<file path="src/rtl/mult_sequencer.sv">
// mult_sequencer: buffers signed operand pairs in a small FIFO and issues them one at a
// time to an external fixed-latency multiplier, holding each product until it is consumed.
module mult_sequencer #(
    parameter int nb    = 32,
    parameter int DEPTH = 4,
    parameter int LAT   = nb + 2
) (
    input  logic                      clk,
    input  logic                      rst_n,
    input  logic                      in_valid,
    output logic                      in_ready,
    input  logic signed [nb-1:0]      in_a,
    input  logic signed [nb-1:0]      in_b,
    output logic                      mul_start,
    output logic signed [nb-1:0]      mul_a,
    output logic signed [nb-1:0]      mul_b,
    input  logic signed [2*nb-1:0]    mul_product,
    output logic                      out_valid,
    input  logic                      out_ready,
    output logic signed [2*nb-1:0]    out_product,
    output logic [$clog2(DEPTH):0]    fifo_level
);
    localparam int AW = (DEPTH > 1) ? $clog2(DEPTH) : 1;
    localparam int LW = $clog2(DEPTH) + 1;
    localparam int CW = $clog2(LAT + 1);

    typedef enum logic [1:0] {IDLE, ISSUE, WAIT, HOLD} state_t;

    state_t               state, next_state;
    logic signed [nb-1:0] mem_a [DEPTH];
    logic signed [nb-1:0] mem_b [DEPTH];
    logic [AW-1:0]        wr_ptr, rd_ptr;
    logic [CW-1:0]        cnt;
    logic                 push, pop, load_ops, capture, hs_out;

    function automatic logic [AW-1:0] ptr_inc(input logic [AW-1:0] p);
        return (p == AW'(DEPTH - 1)) ? '0 : p + AW'(1);
    endfunction

    // Ready depends only on the registered level, so a same-cycle pop never frees a slot early.
    assign in_ready = (fifo_level != LW'(DEPTH));
    assign push     = in_valid && in_ready;

    always_ff @(posedge clk) begin
        if (push) begin
            mem_a[wr_ptr] <= in_a;
            mem_b[wr_ptr] <= in_b;
        end
    end

    always_ff @(posedge clk or negedge rst_n) begin
        if (!rst_n) begin
            wr_ptr     <= '0;
            rd_ptr     <= '0;
            fifo_level <= '0;
        end else begin
            if (push) wr_ptr <= ptr_inc(wr_ptr);
            if (pop)  rd_ptr <= ptr_inc(rd_ptr);
            if (push && !pop)
                fifo_level <= fifo_level + LW'(1);
            else if (pop && !push)
                fifo_level <= fifo_level - LW'(1);
        end
    end

    always_ff @(posedge clk or negedge rst_n) begin
        if (!rst_n) state <= IDLE;
        else        state <= next_state;
    end

    always_comb begin
        next_state = state;
        unique case (state)
            IDLE:  if (fifo_level != '0) next_state = ISSUE;
            ISSUE: next_state = WAIT;
            WAIT:  if (cnt == CW'(LAT - 1)) next_state = HOLD;
            HOLD:  if (out_ready) next_state = (fifo_level != '0) ? ISSUE : IDLE;
            default: next_state = IDLE;
        endcase
    end

    // Operands and the start pulse are registered on entry to ISSUE, so they are valid for
    // exactly the ISSUE cycle; the head is popped as ISSUE is left.
    always_comb begin
        pop      = (state == ISSUE);
        load_ops = (next_state == ISSUE);
        capture  = (state == WAIT) && (cnt == CW'(LAT - 1));
        hs_out   = (state == HOLD) && out_ready;
    end

    always_ff @(posedge clk or negedge rst_n) begin
        if (!rst_n) begin
            mul_start   <= 1'b0;
            mul_a       <= '0;
            mul_b       <= '0;
            cnt         <= '0;
            out_valid   <= 1'b0;
            out_product <= '0;
        end else begin
            mul_start <= load_ops;
            if (load_ops) begin
                mul_a <= mem_a[rd_ptr];
                mul_b <= mem_b[rd_ptr];
            end
            // The edge leaving ISSUE samples mul_start and counts as zero.
            if (state == WAIT) cnt <= cnt + CW'(1);
            else               cnt <= '0;
            if (capture) begin
                out_product <= mul_product;
                out_valid   <= 1'b1;
            end else if (hs_out) begin
                out_valid   <= 1'b0;
            end
        end
    end
endmodule

</file>
<file path="config.mk">
export PLATFORM = sky130hd
export DESIGN_NAME = mult_sequencer
export DESIGN_NICKNAME = d
export VERILOG_FILES = /design/src/rtl/mult_sequencer.sv
export SDC_FILE = /design/constraint.sdc
export NUM_CORES = 1
export LEC_CHECK = 0
export ABC_AREA = 1
export ABC_CLOCK_PERIOD_IN_PS = 4300
export BUFFER_PORTS_ARGS = -buffer_cell sky130_fd_sc_hd__buf_4
export CAP_MARGIN = 20
export CORE_MARGIN = 5
export CORE_UTILIZATION = 56
export DETAILED_ROUTE_END_ITERATION = 6
export PLACE_DENSITY = 0.9
export SYNTH_ARGS = -nofsm -noshare
export SYNTH_HDL_FRONTEND = slang
export SYNTH_SLANG_ARGS = --single-unit
</file>
<file path="constraint.sdc">
create_clock -name clk -period 4.3 [get_ports clk]
set_input_delay 0.215 -clock clk [delete_from_list [all_inputs] [get_ports clk]]
set_output_delay 0.215 -clock clk [all_outputs]
set_load 0.03 [all_outputs]
</file>
Word-level counts from Yosys, hierarchy flattened
Memory sizes are Yosys's and may differ from the RTL's. A register that Yosys moved wholly into a read port is not among the register bits. Cells that the tools add are included.

Mux-type cells: 14. Add/subtract/negate cells: 5. Eq/ne operators: 8. Reductions and logical operators: 13.

Operator list (number): 2-bit two-way mux (5); 2-bit == test (second input constant) (4); 2-bit case mux with 4 select lines (1); 6-bit by 1-bit adder with 6-bit output (second input constant) (1); 6-bit == test (second input constant) (1); 3-bit two-way mux (2); 6-bit two-way mux (1); 1-bit logical AND (5); 1-bit two-way mux (5); 2-bit by 1-bit adder with 2-bit output (second input constant) (2); 2-bit by 1-bit == test with 1-bit output (second input constant) (2); 1-bit logical NOT (4); 2-bit nonzero test (2); 3-bit by 1-bit adder with 3-bit output (second input constant) (1); 3-bit inequality test (second input constant) (1); 3-bit nonzero test (1); 3-bit by 1-bit subtractor with 3-bit output (second input constant) (1); 2-bit logical NOT (1).

Memories kept: 2. RAM bits: 256. Register bits after elaboration: 81. Output and inout port bits: 134.

Memories: mem_a (depth 4, bits a word 32, rd ports 1, clocked after memory_dff 1, wr ports 1, line 30) `logic signed [nb-1:0] mem_a [DEPTH];`; mem_b (depth 4, bits a word 32, rd ports 1, clocked after memory_dff 1, wr ports 1, line 31) `logic signed [nb-1:0] mem_b [DEPTH];`.

Logic depth before layout (Yosys ltp)
Depth in word-level cells: 6. Depth in mapped cells: 11. Gate-level depth less buffers: 10.

Worst setup path after synthesis
Ideal clock, no wire load.

Kind: reg2reg. Start point: register fifo_level[0]. End point: memory mem_a[0][0] (enable). Setup slack: 0.003 ns. Clock period less this slack: 4.297 ns. Stages on the path, launching flop included: 5. Data arrival time: 3.811 ns. Setup time: 0.487 ns. Cell sequence: dfrtp_1 nor2_1 nand2_1 nand2_1 nor2_1.

Word-level cells in the longest chain between the ends: 4.

RTL lines: start, declared (line 21) `output logic [$clog2(DEPTH):0] fifo_level`; start signal, assigned (line 60) `fifo_level <= fifo_level + LW'(1);`; start signal, assigned (line 62) `fifo_level <= fifo_level - LW'(1);`; 3-bit inequality test (line 41) `assign in_ready = (fifo_level != LW'(DEPTH));`; named net in_ready (line 11) `output logic in_ready,`; 1-bit logical AND (line 42) `assign push = in_valid && in_ready;`; 1-bit two-way mux (line 45) `if (push) begin`; 1-bit two-way mux (not written as such) (line 46) `mem_a[wr_ptr] <= in_a;`; end, declared (line 30).

The timed path passes the listed nets, and every way through them passes these cells.

Worst setup path in the final report
Start point: register cnt[1]. End point: register mul_a[2] (read register of mem_a).

Word-level cells in the longest chain between the ends: 4.

RTL lines: start, declared (line 33) `logic [CW-1:0] cnt;`; start signal, assigned (line 106) `if (state == WAIT) cnt <= cnt + CW'(1);`; 6-bit == test (line 76) `WAIT: if (cnt == CW'(LAT - 1)) next_state = HOLD;`; 2-bit two-way mux (line 76); 2-bit case mux with 4 select lines (line 73) `unique case (state)`; 2-bit by 1-bit == test with 1-bit output (line 86) `load_ops = (next_state == ISSUE);`; end, declared (line 15) `output logic signed [nb-1:0] mul_a,`.

No other way between the ends. A chain may end at the register's enable or synchronous reset.

==> impl_results.md <==
* Status: finished, final reports clean
* Critical-path cell list: inv_1 -> ha_1 -> nand2_1 -> nor2_1 -> nand3_4 -> nand3_4 -> nand2_2 -> buf_4 -> nand2_1 -> nand2_1
* Synth Area in Adders at 0.00756
* Top Ports at 266
* Synth warnings at 0
* Rows at 61
* Global-route wire length before repair at 63,700 um
* Worst slew pin tran at 1080 ps
* Clock slew at reported path FFs at 60 ps
* Max-Cap Viols at 0
* All-Layer GR Usage at 0.255
* Worst-Skew Late Latency at 530 ps
* Peak VDD IR at 507 uV
* Post-Synthesis Cells at 1,394
* Fin Hold WS at 13.2 ps
* RSZ-0062 raised after global routing: no
* XOR/XNOR Fraction of Synth Area at 0.00110
* Pre-CTS setup slack at 1860 ps
* #FFs+latches synth at 401
* HPWL Detailed at 21,900 um
* Buf/Inv on CP at 2
* CP max FO at 46
* Worst setup path category: reg2reg
* Post-Syn Nets at 1,535
* Layout cells sized above 1 at 0.200
* 1st-pass router iterations at 5
* Core Region at 27,900 um^2
* Final setup violation count at 0
* Post-synth top area cell: edfxtp_1
* Simple logic cell fraction of the synthesized area at 0.107
* Slowest cell on crit path: nand2_2
* Largest family of logic cells by synthesized area: simple AND/OR/NAND/NOR gates
* Vias in the first global route at 12.0k
* Most used cell along the critical path: nand2_1
* Slew HR at 0.279
* Placed cell areas at 18,100 um^2
* Ys flop type: edfxtp_1
* Crit. End Element: register
* Final worst clock skew at 22.2 ps
* Vias per cell at 5.41
* WL final at 41,100 um
* Vias at 11.8k
* GP Congestion at 0.788
* Sequential-to-total area share from yosys stat at 0.713
* CP required at 4710 ps
* Initial antenna violation count at 7
* Input/output buffers at 265
* Ratio of final minimum period to clock period at 0.568
* Arrival @ worst endpoint at 2850 ps
* CP delay by family, top: simple AND/OR/NAND/NOR gates
* Starting Density at 0.570
* CP Launch Type: register
* CTS Root Buffer Type: clkbuf_16
* Mux cell area share after synthesis at 0.000709
* Hold Path Class: in2reg
* Final Hold Viols at 0
* Antenna viol nets, final at 0
* CTS tree: done
* Post-route cell area at 20,800 um^2
* Async S/R FF share, synth at 0.362
* Overflow after GRT at 0
* Syn Area/Cell at 11.4 um^2
* Synth area leaders: edfxtp_1 (48%), dfrtp_1 (23%), nand2_1 (8.0%)
* Max Slew Vio Count at 0
* Setup tns final at 0 ps
* Post-CTS Setup Bufs at 0
* Remaining DRCs at 0
* CP peak stage delay at 610 ps
* Deepest level of the CTS H-tree at 2
* Pwr dens at 648 nW/um^2
* Top post-synthesis cells by count: nand2_1 (339), edfxtp_1 (256), inv_1 (211), dfrtp_1 (145), o21ai_0 (134)
* Avg WL per Cell at 18.9 um
* Fin nets at 1,903
* Clock buffer depth at 3
* Shortest period the worst path allows at 2440 ps
* Pin count of the biggest net entering global routing at 160
* F_max at 409 MHz
* P_leak at 9.47 nW
* Share of the synthesized area in the top cell type at 0.484
* Cell variety after synth at 26
* Area Growth Syn to Fin at 30.9%
* CTS Buf Count at 40
* Drt initial violations at 1,042
* Synth Cell Area at 15,900 um^2
* Compound-Gate Fraction of Synth Area at 0.0947
* Die area at 31,800 um^2
* Fin util at 0.746
* TritonCTS Sinks at 401
* Setup ws final at 1860 ps
* Width of the die at 178 um
* Floorplan die height at 178 um
* Post-synth EDFFs at 256
* Most common cell in the netlist: nand2_1
-- timing repair --
item | 4_1_cts | 5_1_grt
endpoints found under the setup margin | 0 | 0
hold buffers | 124 | 0
resized for setup | 0 | 0
hold endpoints to repair | 460 | 0
-- power breakdown --
| part | internal, mW | total, mW | switching (mW) |
|---|---|---|---|
| clock network | 2.17 | 3.61 | 1.44 |
| logic | 1.37 | 4.39 | 3.02 |
| registers | 5.02 | 5.47 | 0.445 |
-- routing by layer --
| metal | wire, um | vias up | track usage |
|---|---|---|---|
| met2 | 20500 | 585 | 0.439 |
| met5 | 0 | - | 0 |
| li1 | - | 5369 | - |
| met1 | 15300 | 5717 | 0.310 |
| met3 | 3810 | 106 | 0.0646 |
| met4 | 1490 | 0 | 0.103 |
-- layout by cell type (no fill, tap or decap), types with 2 or more instances in the layout --
cell,instances
a21oi_1,66
buf_12,2
diode_2,7
clkbuf_16,45
buf_4,276
ha_1,8
nor2_1,10
clkbuf_1,4
dfrtp_4,2
bufinv_16,3
edfxtp_1,256
clkinvlp_4,5
nand3_4,2
dfrtp_1,143
clkinv_1,2
o211ai_1,64
inv_6,2
nand2_1,338
dlygate4sd3_1,124
clkbuf_8,5
nor2_4,5
o21ai_0,134
clkinv_2,5
nand3_1,68
inv_1,211
-- final timing paths --
path                            slack, ps  cells after the start              end             from
worst max-delay path                 1860                     10         mul_a[2]           cnt[1]
worst min-delay path                   10                      3  out_product[58]  mul_product[58]
worst max register to register       1860                     10         mul_a[2]           cnt[1]
worst min register to register        470                      2        mul_b[29]        mul_b[29]
max in group asynchronous            3120                      3        rd_ptr[1]            rst_n
min in group asynchronous             270                      3        mul_a[31]            rst_n
-- kinds of logic (layout without fill, tap and decap cells) --
family,Yosys count,after routing
AO/OA/AOI/OAI,267,267
XOR/XNOR,2,2
adder cells (fa/ha/maj),9,9
buffers and inverters,289,687
flip-flops,401,401
multiplexers,1,1
other,0,7
AND/OR/NAND/NOR,425,425
-- final cells by class --
cell class	count	area, um^2
Timing Repair Buffer	403	3360
Tap cell	378	473
Multi-Input combinational cell	704	3410
Sequential cell	401	11300
Clock inverter	18	186
Antenna cell	7	17.5
Clock buffer	54	1210
Inverter	212	796
Fill cell	1616	7080
-- state kept, by name, indices dropped and copies added (netlist names) --
name         cells
mul_b           32
wr_ptr           2
out_product     64
state            2
mem_b          128
mul_a           32
out_valid        1
mem_a          128
fifo_level       3
rd_ptr           2
cnt              6
mul_start        1
-- per-stage QoR --
stage | total power [mW] | cells
floorplan | 8.34 | 1394
global placement | 9.54 | 1974
detailed placement | 9.73 | 1974
CTS | 13.5 | 2170
global route | 14.2 | 2177
finish | 13.5 | 2177
-- worst min-delay path, stage by stage --
cell     delay (ps)
buf_4           110
inv_1            60
o21ai_0          90
Power figures use the tool's default switching activity.
